`src/rtl/uart_rx_fifo_if.sv`:
```
`default_nettype none
// ============================================================================
//  Module   : uart_rx_fifo_if
//  Purpose  : Byte read handshake, error readout and fill level between the
//             UART receive FIFO (slave) and the command core (master).
//  Revision : 1.0 - initial release
// ============================================================================
interface uart_rx_fifo_if #(
  parameter int ADDR_BITS = 4
) ();
  logic [7:0]         read_data_o;
  logic               read_valid_o;
  logic               read_ready_i;
  logic               clear_errors_i;
  logic               error_overflow_o;
  logic               error_framing_o;
  logic [ADDR_BITS:0] fill_level_o;

  // Consumer side: accepts bytes and clears errors.
  modport master (
    input  read_data_o, read_valid_o, error_overflow_o, error_framing_o, fill_level_o,
    output read_ready_i, clear_errors_i
  );

  // Receiver side: produces bytes, flags and the fill level.
  modport slave (
    output read_data_o, read_valid_o, error_overflow_o, error_framing_o, fill_level_o,
    input  read_ready_i, clear_errors_i
  );
endinterface
`default_nettype wire

```
`src/rtl/uart_rx_fifo.sv`:
```
`default_nettype none
// ============================================================================
//  Module   : uart_rx_fifo
//  Purpose  : 8N1 UART receiver feeding a first-word-fall-through byte FIFO,
//             with sticky overflow and framing error flags.
//  Revision : 1.0 - initial release
// ============================================================================
module uart_rx_fifo #(
  parameter int CLKS_PER_BIT = 104,
  parameter int ADDR_BITS    = 4
) (
  input  logic          clock,
  input  logic          reset,
  input  logic          rx,
  uart_rx_fifo_if.slave bus
);

  localparam int                 c_DEPTH = 1 << ADDR_BITS;
  localparam int                 c_TW    = $clog2(CLKS_PER_BIT);
  localparam logic [c_TW-1:0]    c_HALF  = c_TW'(CLKS_PER_BIT / 2 - 1);
  localparam logic [c_TW-1:0]    c_FULL  = c_TW'(CLKS_PER_BIT - 1);
  localparam logic [c_TW-1:0]    c_ONE   = c_TW'(1);
  localparam logic [ADDR_BITS:0] c_FILL_MAX = (ADDR_BITS + 1)'(c_DEPTH);

  typedef enum logic [2:0] {
    S_IDLE  = 3'd0,
    S_START = 3'd1,
    S_DATA  = 3'd2,
    S_STOP  = 3'd3,
    S_BREAK = 3'd4
  } state_t;

  // Receiver state
  logic                 r_rx_meta;
  logic                 r_rx_sync;
  state_t               r_state;
  state_t               w_state_nxt;
  logic [c_TW-1:0]      r_timer;
  logic [c_TW-1:0]      w_timer_nxt;
  logic [2:0]           r_bit_idx;
  logic [2:0]           w_bit_idx_nxt;
  logic [7:0]           r_shift;
  logic [7:0]           w_shift_nxt;
  logic                 w_push;
  logic                 w_frame_err;

  // FIFO state
  logic [7:0]           r_mem [c_DEPTH];
  logic [ADDR_BITS-1:0] r_wr_ptr;
  logic [ADDR_BITS-1:0] r_rd_ptr;
  logic [ADDR_BITS:0]   r_fill;
  logic                 w_full;
  logic                 w_pop;
  logic                 w_push_ok;
  logic                 w_ovf_evt;

  // Sticky flags
  logic                 r_err_ovf;
  logic                 r_err_frm;

  // Two-flop synchroniser; preset high so reset looks like an idle line.
  always_ff @(posedge clock or posedge reset) begin
    if (reset) begin
      r_rx_meta <= 1'b1;
      r_rx_sync <= 1'b1;
    end else begin
      r_rx_meta <= rx;
      r_rx_sync <= r_rx_meta;
    end
  end

  // Receiver state, bit timer, bit index and shift register.
  always_ff @(posedge clock or posedge reset) begin
    if (reset) begin
      r_state   <= S_IDLE;
      r_timer   <= '0;
      r_bit_idx <= '0;
      r_shift   <= '0;
    end else begin
      r_state   <= w_state_nxt;
      r_timer   <= w_timer_nxt;
      r_bit_idx <= w_bit_idx_nxt;
      r_shift   <= w_shift_nxt;
    end
  end

  // Frame sequencing: sample each bit mid-period, push on a good stop bit.
  always_comb begin
    w_state_nxt   = r_state;
    w_timer_nxt   = r_timer;
    w_bit_idx_nxt = r_bit_idx;
    w_shift_nxt   = r_shift;
    w_push        = 1'b0;
    w_frame_err   = 1'b0;
    case (r_state)
      S_IDLE: begin
        if (!r_rx_sync) begin
          w_timer_nxt = c_HALF;
          w_state_nxt = S_START;
        end
      end
      S_START: begin
        if (r_timer == '0) begin
          if (!r_rx_sync) begin
            w_timer_nxt   = c_FULL;
            w_bit_idx_nxt = '0;
            w_state_nxt   = S_DATA;
          end else begin
            // Start bit gone by mid-period: line glitch, not a frame.
            w_state_nxt = S_IDLE;
          end
        end else begin
          w_timer_nxt = r_timer - c_ONE;
        end
      end
      S_DATA: begin
        if (r_timer == '0) begin
          w_shift_nxt[r_bit_idx] = r_rx_sync;
          w_timer_nxt            = c_FULL;
          if (r_bit_idx == 3'd7) begin
            w_state_nxt = S_STOP;
          end else begin
            w_bit_idx_nxt = r_bit_idx + 3'd1;
          end
        end else begin
          w_timer_nxt = r_timer - c_ONE;
        end
      end
      S_STOP: begin
        if (r_timer == '0) begin
          if (r_rx_sync) begin
            w_push      = 1'b1;
            w_state_nxt = S_IDLE;
          end else begin
            w_frame_err = 1'b1;
            w_state_nxt = S_BREAK;
          end
        end else begin
          w_timer_nxt = r_timer - c_ONE;
        end
      end
      S_BREAK: begin
        // Wait out a held-low line so it yields a single framing error.
        if (r_rx_sync) begin
          w_state_nxt = S_IDLE;
        end
      end
      default: begin
        w_state_nxt = S_IDLE;
      end
    endcase
  end

  assign w_full    = (r_fill == c_FILL_MAX);
  assign w_pop     = bus.read_valid_o && bus.read_ready_i;
  // When full, a same-cycle pop frees the slot the push writes into.
  assign w_push_ok = w_push && (!w_full || w_pop);
  assign w_ovf_evt = w_push && w_full && !w_pop;

  // FIFO storage, pointers and occupancy.
  always_ff @(posedge clock or posedge reset) begin
    if (reset) begin
      for (int i = 0; i < c_DEPTH; i++) begin
        r_mem[i] <= '0;
      end
      r_wr_ptr <= '0;
      r_rd_ptr <= '0;
      r_fill   <= '0;
    end else begin
      if (w_push_ok) begin
        r_mem[r_wr_ptr] <= w_shift_nxt;
        r_wr_ptr        <= r_wr_ptr + 1'b1;
      end
      if (w_pop) begin
        r_rd_ptr <= r_rd_ptr + 1'b1;
      end
      case ({w_push_ok, w_pop})
        2'b10:   r_fill <= r_fill + 1'b1;
        2'b01:   r_fill <= r_fill - 1'b1;
        default: r_fill <= r_fill;
      endcase
    end
  end

  // Sticky error flags; a new event outranks a same-cycle clear.
  always_ff @(posedge clock or posedge reset) begin
    if (reset) begin
      r_err_ovf <= 1'b0;
      r_err_frm <= 1'b0;
    end else begin
      if (w_ovf_evt) begin
        r_err_ovf <= 1'b1;
      end else if (bus.clear_errors_i) begin
        r_err_ovf <= 1'b0;
      end
      if (w_frame_err) begin
        r_err_frm <= 1'b1;
      end else if (bus.clear_errors_i) begin
        r_err_frm <= 1'b0;
      end
    end
  end

  assign bus.read_data_o      = r_mem[r_rd_ptr];
  assign bus.read_valid_o     = (r_fill != '0);
  assign bus.fill_level_o     = r_fill;
  assign bus.error_overflow_o = r_err_ovf;
  assign bus.error_framing_o  = r_err_frm;

endmodule
`default_nettype wire

```
`src/flat_wrapper.sv`:
```
// flat-port wrapper written by rule: the top's interface ports become plain ports
module uart_rx_fifo_flat 
#(
  parameter int CLKS_PER_BIT = 104,
  parameter int ADDR_BITS    = 4
)
  (clock, reset, rx, bus_read_data_o, bus_read_valid_o, bus_error_overflow_o, bus_error_framing_o, bus_fill_level_o, bus_read_ready_i, bus_clear_errors_i);
  uart_rx_fifo_if #(.ADDR_BITS(ADDR_BITS)) bus_i ();
  input  logic clock;
  input  logic reset;
  input  logic rx;
  output wire logic [$bits(bus_i.read_data_o)-1:0] bus_read_data_o;
  output wire logic [$bits(bus_i.read_valid_o)-1:0] bus_read_valid_o;
  output wire logic [$bits(bus_i.error_overflow_o)-1:0] bus_error_overflow_o;
  output wire logic [$bits(bus_i.error_framing_o)-1:0] bus_error_framing_o;
  output wire logic [$bits(bus_i.fill_level_o)-1:0] bus_fill_level_o;
  input wire logic [$bits(bus_i.read_ready_i)-1:0] bus_read_ready_i;
  input wire logic [$bits(bus_i.clear_errors_i)-1:0] bus_clear_errors_i;
  assign bus_read_data_o = bus_i.read_data_o;
  assign bus_read_valid_o = bus_i.read_valid_o;
  assign bus_error_overflow_o = bus_i.error_overflow_o;
  assign bus_error_framing_o = bus_i.error_framing_o;
  assign bus_fill_level_o = bus_i.fill_level_o;
  assign bus_i.read_ready_i = bus_read_ready_i;
  assign bus_i.clear_errors_i = bus_clear_errors_i;
  uart_rx_fifo #(.CLKS_PER_BIT(CLKS_PER_BIT), .ADDR_BITS(ADDR_BITS)) u_core (.clock(clock), .reset(reset), .rx(rx), .bus(bus_i));
endmodule
```
`config.mk`:
```
export PLATFORM = sky130hd
export DESIGN_NAME = uart_rx_fifo_flat
export DESIGN_NICKNAME = d
export VERILOG_FILES = /design/src/rtl/uart_rx_fifo_if.sv /design/src/rtl/uart_rx_fifo.sv /design/src/flat_wrapper.sv
export SDC_FILE = /design/constraint.sdc
export NUM_CORES = 1
export LEC_CHECK = 0
export CAP_MARGIN = 25
export CORE_UTILIZATION = 36
export DETAILED_ROUTE_END_ITERATION = 10
export GPL_TIMING_DRIVEN = 0
export HOLD_SLACK_MARGIN = 0.03
export PLACE_DENSITY = 0.53
export SLEW_MARGIN = 0
export SYNTH_ARGS = -nofsm -noshare
export SYNTH_HDL_FRONTEND = slang
export SYNTH_SLANG_ARGS = --single-unit
```
`constraint.sdc`:
```
create_clock -name clock -period 8.62 [get_ports clock]
set_input_delay 1.293 -clock clock [delete_from_list [all_inputs] [get_ports clock]]
set_output_delay 1.293 -clock clock [all_outputs]
set_load 0.05 [all_outputs]
```
==> run summary, run 1 <==
relative slew slack -> 32.1%
Inserted Diodes -> 0
DR WL/cell -> 22.1 µm
Root Driver -> clkbuf_16
crit path capture type -> output port
Synth cell types -> 72
Initial Util -> 36.7%
hold-fix buffers at CTS -> 0
post-synthesis area per instance -> 14.5 µm²
cell area after synthesis -> 0.00832 mm²
commonest register cell after synthesis -> dfrtp_1
area growth from synthesis to layout -> 14.3%
Synth Instances -> 572
Worst EP arrival -> 3550 ps
vias in the first global route -> 5363
Post-DP HPWL -> 13.1 mm
DR iter-0 viols -> 289
H-tree levels -> 4
critical path launch point type -> register
reg-to-reg setup timing slack -> 4470 ps
CTS Buffer Depth -> 2
die area -> 0.0237 mm²
Placer Congestion -> 0.803
Cell Rows -> 55
register area share after synthesis -> 50.0%
peak supply drop -> 108 µV
Post-CTS Resized -> 0
commonest non-fill, non-tap cell in the layout -> dfrtp_1
f_max -> 0.206 GHz
layout cells sized above 1 -> 41.1%
# port buffers -> 20
Post-synth EDFFs -> 0
Die Ht -> 154 µm
Worst R2R End -> u_core.bus.fill_level_o[4]
setup repair after global routing missed its margin -> no
Worst path max stage delay -> 730 ps
status -> complete, no violations
clock-pin slew on the worst setup and hold paths -> 70 ps
first-pass GRT wire length -> 32.0 mm
Seq cells post-synth -> 166
CTS tree -> done
ANT nets after route -> 0
CP Cell Sequence -> clkbuf_1, buf_2, mux4_2, mux4_2, clkdlybuf4s50_1
Die Width -> 154 µm
Worst Skew -> 9.31 ps
Fin Setup TNS -> 0 ps
final layout net count -> 631
CP required -> 7330 ps
syn nets -> 590
R2R cell count -> 14
Non-Filler Instances -> 911
placed insts -> 879
Worst-Skew Late Latency -> 420 ps
HP Class -> reg2reg
hold path startpoint -> u_core.r_rx_meta
WL final -> 20.1 mm
total grt overflow -> 0
reg-to-reg startpoint -> u_core.r_timer[0]
CTS Buf Count -> 17
hold path depth -> 0
initial antenna violation count -> 0
DRC -> 0
crit path max fanout -> 10
max_cap viols -> 0
largest net degree at the start of global routing -> 94
worst slew pin tran -> 1020 ps
warnings from Yosys -> 0
drt pass-1 iters -> 4
IO Count -> 21
PwrDens -> 213 mW/mm²
min cycle time layout -> 4850 ps
Vias/cell -> 5.52
highest-count cells in the layout ignoring fill and taps -> dfrtp_1 (164), mux2_2 (138), mux4_2 (40)
gr usage total -> 18.2%
Most common cell on crit path -> mux4_2
final setup vio count -> 0
CTS sink cnt -> 166
Post-CTS Setup Bufs -> 0
Leak Pwr -> 4.46 nW
CP Class -> reg2out
via count -> 5028
worst-path cell with the longest stage delay -> clkdlybuf4s50_1
Hold Path End -> u_core.r_rx_sync
Post-synth ARST share -> 100%
core box area -> 0.0226 mm²
Final Hold Viols -> 0
Tcrit/Tclk final -> 56.2%
Slew Viols, Final -> 0
## report_power, final
group | internal [mW] | leakage [nW] | switching (mW) | total (mW)
Sequential | 0.802 | 2.28 | 0.0189 | 0.821
Clock | 0.412 | 0.285 | 0.357 | 0.769
Combinational | 0.159 | 1.90 | 0.274 | 0.433
## layer usage
| layer | vias to the layer above | global-route usage, % | share of wire (%) |
|---|---|---|---|
| met5 | - | 0 | 0 |
| met4 | 0 | 5.19 | 1.7 |
| met3 | 26 | 3.66 | 2.5 |
| met2 | 81 | 30.6 | 50 |
| met1 | 2683 | 23.8 | 45 |
| li1 | 2238 | - | - |
## how the worst max path moves through the flow
stage	from	endpoint	slack (ps)
after floorplan	reset	u_core.bus.error_framing_o	2840
after global placement	reset	u_core.r_mem[54]	740
after detailed placement	bus_read_ready_i	u_core.bus.fill_level_o[4]	4120
after CTS	u_core.r_rd_ptr[0]	bus_read_data_o[7]	3720
after global routing	u_core.r_rd_ptr[0]	bus_read_data_o[7]	3600
final	u_core.r_rd_ptr[0]	bus_read_data_o[1]	3770
## flip-flops by register name (all words and copies together) (netlist names)
signal,count
u_core.r_rx_meta,1
u_core.r_state,3
u_core.bus.error_framing_o,1
u_core.r_bit_idx,3
u_core.r_rd_ptr,4
u_core.bus.fill_level_o,5
u_core.r_mem,128
u_core.r_rx_sync,1
u_core.r_timer,7
u_core.bus.error_overflow_o,1
u_core.r_wr_ptr,4
u_core.r_shift,8
## final cells by class
class / count / area, µm²
sequential: 166 / 4160
buffer: 37 / 183
timing repair buffer: 22 / 239
multi-input combinational: 355 / 3920
clock buffer: 17 / 425
tap: 285 / 357
inverter: 14 / 60.1
clock inverter: 15 / 160
fill: 2046 / 13100
## worst max-delay path: cells and delay by family (launching register included)
family                 cells  cell delay [ps]
multiplexers               2             1080
buffers and inverters      3             1680
flip-flops                 1              360
## through the flow
step                      hold WS (ps)  utilization [%]  instance area, µm²  worst slack (ps)  power (mW)
after global routing               369             42.0                9500              3600        2.11
after global placement             350             39.2                8870               738        1.26
after detailed placement           349             39.4                8920              4120        1.28
after CTS                          358             42.0                9500              3720        2.05
after floorplan                    345                -                8320              2840        1.13
final                              357             42.0                9500              3770        2.02
## Yosys cell counts (3+ instances only)
cell      instances  area share [%]
xor2_1            4            0.42
a21o_1            3            0.27
nand4_4           6             1.5
nor3b_1           7            0.63
nand3_1           7            0.42
mux2_2          138              19
o21bai_1          3            0.27
xnor2_1           7            0.74
a21oi_1           7            0.42
nand2b_1          3            0.23
clkbuf_1         17            0.77
mux4_2           40              11
and2_1            3            0.23
nand2_1          15            0.68
a22oi_1           3            0.27
nor2b_1           3            0.23
nand4_1           4            0.30
nor3_4            3            0.59
nor3_1            7            0.42
o21bai_2          3            0.41
nor4b_1           3            0.32
dfrtp_1         164              49
nor2_1           14            0.63
and3_1            3            0.23
buf_2            13            0.78
buf_1             4            0.18
o21ai_0           4            0.24
ha_1             13             2.0
nand4_2           3            0.45
inv_1            14            0.63
## kinds of logic (layout without fill, tap and decap cells)
kind of cell	after synthesis	count (layout)	share of synthesized area, %
AO/OA/AOI/OAI	50	50	4.80
XOR/XNOR	11	11	1.16
adder cells (fa/ha/maj)	13	13	1.96
buffers and inverters	51	105	2.83
flip-flops	166	166	50.0
multiplexers	182	182	30.0
AND/OR/NAND/NOR	99	99	9.24
No activity file was read; power rests on OpenSTA's default activity.
==> inputs of run 2 (changes only) <==
--- a/config.mk
+++ b/config.mk
@@ -10,7 +10,7 @@
 export DETAILED_ROUTE_END_ITERATION = 10
 export GPL_TIMING_DRIVEN = 0
 export HOLD_SLACK_MARGIN = 0.03
-export PLACE_DENSITY = 0.53
+export PLACE_DENSITY = 0.55
 export SLEW_MARGIN = 0
 export SYNTH_ARGS = -nofsm -noshare
 export SYNTH_HDL_FRONTEND = slang
==> constraint.sdc (replaced) <==
create_clock -name clock -period 4.2 [get_ports clock]
set_input_delay 0.63 -clock clock [delete_from_list [all_inputs] [get_ports clock]]
set_output_delay 0.63 -clock clock [all_outputs]
set_load 0.05 [all_outputs]
==> run 2 against run 1 <==
Against the previous run:
- design area is 1.3% higher
- critical path depth is the same
- largest power group unchanged
- setup slack got worse by 3500 ps
==> run summary, run 2 (same netlist as run 1, synthesis figures left out) <==
status -> complete, no violations
largest net degree at the start of global routing -> 43 (-54%)
Die Width -> 154 µm (unchanged)
worst-path cell with the longest stage delay -> clkdlybuf4s50_1
delay-heaviest family, CP -> buffers and inverters
CTS tree -> done
Root Driver -> clkbuf_16
WL final -> 19.8 mm (-1.7%)
placed insts -> 882 (+0.34%)
Most common cell on crit path -> mux4_2
max reg flops -> 128 (unchanged)
R2R cell count -> 14 (unchanged)
die area -> 0.0237 mm² (unchanged)
hold-fix buffers at CTS -> 0 (unchanged)
HP Class -> reg2reg
highest-count cells in the layout ignoring fill and taps -> dfrtp_1 (164), mux2_2 (138), mux4_2 (40)
# port buffers -> 20 (unchanged)
vias in the first global route -> 5376 (+0.24%)
relative slew slack -> 36.6% (+4.5 points)
biggest regs -> u_core.r_mem (128), u_core.r_shift (8), u_core.r_timer (7)
PwrDens -> 436 mW/mm² (+100%)
Hold Path End -> u_core.r_rx_sync
setup repair after global routing missed its margin -> no
hold path startpoint -> u_core.r_rx_meta
CTS Buf Count -> 17 (unchanged)
DR WL/cell -> 21.5 µm (-2.4%)
worst slew pin tran -> 949 ps (-66.9 ps)
Non-Filler Instances -> 918 (+0.77%)
Leak Pwr -> 4.52 nW (+1.3%)
Fin Setup TNS -> 0 ps (unchanged)
hold path depth -> 0 (unchanged)
crit path max fanout -> 10 (unchanged)
final layout net count -> 638 (+1.1%)
Vias/cell -> 5.49 (-0.53%)
Tcrit/Tclk final -> 94.2%
Inserted Diodes -> 0 (unchanged)
area growth from synthesis to layout -> 15.8%
peak supply drop -> 266 µV (+150%)
Cell Rows -> 55 (unchanged)
CTS Buffer Depth -> 2 (unchanged)
max_cap viols -> 0 (unchanged)
largest register by flop count -> u_core.r_mem
IO Count -> 21 (unchanged)
CTS sink cnt -> 166 (unchanged)
Initial Util -> 36.7% (unchanged)
critical path launch point type -> register
Worst-Skew Late Latency -> 440 ps (+20 ps)
ANT nets after route -> 0 (unchanged)
CP Buf/Inv Count -> 3 (unchanged)
Placer Congestion -> 0.826 (+2.9%)
core box area -> 0.0226 mm² (unchanged)
first-pass GRT wire length -> 31.7 mm (-1.0%)
gr usage total -> 17.9% (-0.28 points)
H-tree levels -> 4 (unchanged)
via count -> 5040 (+0.24%)
total grt overflow -> 0 (unchanged)
DRC -> 0 (unchanged)
Slew Viols, Final -> 0 (unchanged)
initial antenna violation count -> 0 (unchanged)
Worst R2R End -> u_core.bus.fill_level_o[4]
commonest non-fill, non-tap cell in the layout -> dfrtp_1
DR iter-0 viols -> 288 (-0.35%)
reg-to-reg setup timing slack -> 430 ps (-4040 ps)
Final Hold Viols -> 0 (unchanged)
Worst EP arrival -> 3330 ps (-220 ps)
reg-to-reg startpoint -> u_core.r_timer[0]
layout cells sized above 1 -> 42.2% (+1.1 points)
CP Cell Sequence -> clkbuf_2, buf_2, mux4_2, mux4_2, clkdlybuf4s50_1
CP Class -> reg2out
Post-DP HPWL -> 13.4 mm (+1.8%)
drt pass-1 iters -> 4 (unchanged)
final setup vio count -> 0 (unchanged)
crit path capture type -> output port
min cycle time layout -> 3960 ps
Worst path max stage delay -> 730 ps (about the same)
clock-pin slew on the worst setup and hold paths -> 70 ps (about the same)
CP required -> 3570 ps (-3760 ps)
Die Ht -> 154 µm (unchanged)
Worst Skew -> 11.5 ps (+2.22 ps)
f_max -> 0.253 GHz
[run 2: cell types whose count changed in the layout (fill, tap and decap cells not counted), sizes merged]
cell	previous run	this run
inv	23	19
buf	22	29
bufinv	1	2
clkbuf	34	36
clkinv	3	4
[run 2: worst max-delay path by stage]
stage	slack (ps)	end	cells after the start	from
final	240	bus_read_data_o[2]	5	u_core.r_rd_ptr[0]
after global routing	50	u_core.bus.fill_level_o[4]	14	u_core.r_timer[0]
after CTS	20	bus_read_data_o[2]	5	u_core.r_rd_ptr[1]
after detailed placement	300	u_core.bus.fill_level_o[4]	14	u_core.r_timer[0]
after global placement	180	u_core.r_mem[10]	2	reset
after floorplan	870	u_core.bus.fill_level_o[4]	14	u_core.r_timer[0]
[run 2: power breakdown]
group / total (mW) / leakage [nW] / internal [mW] / switching, mW
clock: 1.62 / 0.296 / 0.914 / 0.707
sequential: 1.68 / 2.28 / 1.65 / 0.0374
combinational: 0.890 / 1.94 / 0.341 / 0.549
[run 2: layer usage]
layer | track usage, % | vias up | part of all wire (%)
met3 | 3.52 | 21 | 3.0
met4 | 5.24 | 0 | 1.7
met2 | 30.3 | 92 | 51
li1 | - | 2254 | -
met1 | 23.3 | 2673 | 44
met5 | 0 | - | 0
[run 2: cell type report]
| class | instances | area [µm²] |
|---|---|---|
| inverter | 14 | 56.3 |
| clock inverter | 13 | 161 |
| fill | 2013 | 13000 |
| sequential | 166 | 4160 |
| timing repair buffer | 29 | 334 |
| clock buffer | 19 | 443 |
| multi-input combinational | 355 | 3930 |
| buffer | 37 | 193 |
| tap | 285 | 357 |
[run 2: metrics by stage]
stage | util [%] | area [µm²] | setup WS [ps] | power, mW | hold slack [ps]
detailed placement | 39.6 | 8970 | 303 | 2.61 | 349
finish | 42.5 | 9630 | 243 | 4.19 | 357
CTS | 42.3 | 9580 | 23.1 | 4.24 | 359
floorplan | - | 8320 | 866 | 2.33 | 345
global route | 42.5 | 9630 | 50.4 | 4.36 | 366
global placement | 39.2 | 8880 | 180 | 2.57 | 351
[run 2: what timing repair did]
action | CTS | global route
pin swaps | 0 | 1
buffers inserted | 0 | 3
cloned | 0 | 0
resized for setup | 4 | 5
setup endpoints to repair | 8 | 5
==> inputs of run 3 (changes only) <==
--- a/config.mk
+++ b/config.mk
@@ -10,7 +10,7 @@
 export DETAILED_ROUTE_END_ITERATION = 10
 export GPL_TIMING_DRIVEN = 0
 export HOLD_SLACK_MARGIN = 0.03
-export PLACE_DENSITY = 0.55
+export PLACE_DENSITY = 0.52
 export SLEW_MARGIN = 0
 export SYNTH_ARGS = -nofsm -noshare
 export SYNTH_HDL_FRONTEND = slang
==> run 3 against run 2 <==
Against the previous run:
- via count is essentially flat
- core utilization shrank 0.10 points
- global-route usage grew 0.24 points
- clock skew grew 5.0 ps
- maximum frequency shrank 1.7%
- sequential share of layout area grew 0.10 points
- count of clock-buffer cells in the layout is the same
- hold slack gained 1.5 ps
- critical path type unchanged
- critical endpoint unchanged
- largest cell class unchanged
==> run summary, run 3 (same netlist as run 1, synthesis figures left out) <==
Die Ht -> 154 µm (unchanged)
cell depth of the worst setup path -> 5 (unchanged)
highest-count cells in the layout ignoring fill and taps -> dfrtp_1 (164), mux2_2 (138), mux4_2 (40)
initial antenna violation count -> 0 (unchanged)
die area -> 0.0237 mm² (unchanged)
commonest non-fill, non-tap cell in the layout -> dfrtp_1
vias in the first global route -> 5256 (-2.2%)
layout cells sized above 1 -> 41.7% (-0.43 points)
Post-CTS Setup Bufs -> 0 (unchanged)
Vias/cell -> 5.51 (+0.39%)
crit path max fanout -> 10 (unchanged)
R2R cell count -> 14 (unchanged)
Reg power frac -> 40.1% (about the same)
CP Buf/Inv Count -> 3 (unchanged)
max_cap viols -> 0 (unchanged)
Most common cell on crit path -> mux4_2
Die Width -> 154 µm (unchanged)
internal power -> 2.89 mW (-0.36%)
crit path capture type -> output port
critical path launch point type -> register
first-pass GRT wire length -> 31.9 mm (+0.72%)
final setup vio count -> 0 (unchanged)
worst hold slack -> 358 ps (+1.53 ps)
Placer Congestion -> 0.827 (about the same)
CTS sink cnt -> 166 (unchanged)
core box area -> 0.0226 mm² (unchanged)
Worst path max stage delay -> 720 ps (about the same)
Clock power frac -> 38.3% (-0.3 points)
clock-pin slew on the worst setup and hold paths -> 70 ps (about the same)
Post-DP HPWL -> 13.6 mm (+1.6%)
Inserted Diodes -> 0 (unchanged)
H-tree levels -> 4 (unchanged)
Worst R2R End -> u_core.bus.fill_level_o[4]
f_max -> 0.248 GHz (-1.7%)
net switching power figure -> 1.31 mW (+1.4%)
delay-heaviest family, CP -> buffers and inverters
Hold Path End -> u_core.r_rx_sync
PwrDens -> 437 mW/mm² (+0.40%)
final core utilization -> 42.4% (-0.10 points)
CTS Buf Count -> 17 (unchanged)
gr usage total -> 18.2% (+0.24 points)
Worst EP arrival -> 3400 ps (+70 ps)
drt pass-1 iters -> 4 (unchanged)
DR iter-0 viols -> 237 (-18%)
DRC -> 0 (unchanged)
Leak Pwr -> 4.50 nW (-0.44%)
Setup WS pre-CTS -> 168 ps (-135 ps)
CP required -> 3570 ps (about the same)
hold path depth -> 0 (unchanged)
hold-fix buffers at CTS -> 0 (unchanged)
CP Class -> reg2out
Worst-Skew Late Latency -> 440 ps (about the same)
max reg flops -> 128 (unchanged)
ANT nets after route -> 0 (unchanged)
via count -> 5043 (+0.060%)
Slew Viols, Final -> 0 (unchanged)
IO Count -> 21 (unchanged)
Fin Setup TNS -> 0 ps (unchanged)
status -> complete, no violations
placed insts -> 883 (+0.11%)
Initial Util -> 36.7% (unchanged)
largest register by flop count -> u_core.r_mem
min cycle time layout -> 4030 ps (+69.3 ps)
biggest regs -> u_core.r_mem (128), u_core.r_shift (8), u_core.r_timer (7)
Non-Filler Instances -> 915 (-0.33%)
hold path startpoint -> u_core.r_rx_meta
worst-path cell with the longest stage delay -> clkdlybuf4s50_1
Final Hold Viols -> 0 (unchanged)
Sw Share -> 31.2% (+0.37 points)
peak supply drop -> 233 µV (-12%)
HP Class -> reg2reg
CTS Buffer Depth -> 2 (unchanged)
worst slew pin tran -> 999 ps (+50.5 ps)
Worst Skew -> 16.5 ps (+5.00 ps)
Root Driver -> clkbuf_16
reg-to-reg startpoint -> u_core.r_timer[0]
power share of the combinational group -> 21.6% (+0.4 points)
CP Cell Sequence -> clkbuf_1, clkbuf_4, mux4_2, mux4_2, clkdlybuf4s50_1
CTS tree -> done
total grt overflow -> 0 (unchanged)
largest net degree at the start of global routing -> 43 (unchanged)
reg-to-reg setup timing slack -> 330 ps (-100 ps)
# port buffers -> 20 (unchanged)
area growth from synthesis to layout -> 15.5%
Tcrit/Tclk final -> 95.9% (+1.7 points)
DR WL/cell -> 22.0 µm (+2.5%)
setup ws final -> 174 ps (-69.3 ps)
WL final -> 20.2 mm (+2.1%)
Cell Rows -> 55 (unchanged)
final layout net count -> 635 (-0.47%)
relative slew slack -> 33.2% (-3.4 points)
==> run 3: cell types whose count changed in the layout (fill, tap and decap cells not counted), sizes merged <==
cell | previous run | this run
buf | 29 | 25
clkbuf | 36 | 37
clkinv | 4 | 2
clkinvlp | 2 | 3
inv | 19 | 20
==> run 3: worst max-delay path by stage <==
| stage | start | end |
|---|---|---|
| after CTS | u_core.r_rd_ptr[0] | bus_read_data_o[2] |
| after detailed placement | u_core.r_timer[0] | u_core.bus.fill_level_o[4] |
| after global routing | u_core.r_timer[0] | u_core.bus.fill_level_o[4] |
| final | u_core.r_rd_ptr[0] | bus_read_data_o[2] |
| after global placement | reset | u_core.r_mem[35] |
| after floorplan | u_core.r_timer[0] | u_core.bus.fill_level_o[4] |
==> run 3: worst register-to-register path: stages, from the launching register on <==
cell and delay, ps:
dfrtp_1 420, inv_1 130, ha_1 210, or3b_1 350, buf_2 210, nor3_4 320, nand4_1 300, ha_1 330
clkbuf_1 240, xor2_1 210, ha_1 230, a21boi_0 230, o32ai_1 140, nor4b_2 330, xnor2_1 150
==> run 3: layer usage <==
layer / GRT usage (%) / up-vias / wire, µm
li1: - / 2250 / -
met2: 30.3 / 74 / 10000
met5: 0 / - / 0
met3: 3.07 / 20 / 468
met4: 4.95 / 0 / 257
met1: 24.3 / 2699 / 9410
==> run 3: final cells by class <==
type / count / area [µm²]
clock inverter: 13 / 160
fill: 2044 / 13000
timing repair buffer: 26 / 315
sequential: 166 / 4160
buffer: 37 / 194
clock buffer: 19 / 433
multi-input combinational: 355 / 3940
tap: 285 / 357
inverter: 14 / 56.3
==> run 3: power by group through the flow <==
stage	Sequential, mW	Clock [mW]	Combinational, mW
4_1_cts	1.68	1.65	0.923
3_3_place_gp	1.71	0	0.873
5_1_grt	1.69	1.71	0.981
3_5_place_dp	1.71	0	0.913
2_1_floorplan	1.79	0	0.533
6_report	1.68	1.61	0.908
==> run 3: per-stage QoR <==
step / instance area (µm²) / power, mW
6_report: 9610 / 4.20
5_1_grt: 9610 / 4.38
4_1_cts: 9590 / 4.25
3_5_place_dp: 8990 / 2.63
3_3_place_gp: 8880 / 2.59
2_1_floorplan: 8320 / 2.33
==> run 3: timing repair <==
action                                  in CTS  in global routing
pin swaps                                    0                  0
resized for setup                            5                  3
endpoints found under the setup margin       8                  8
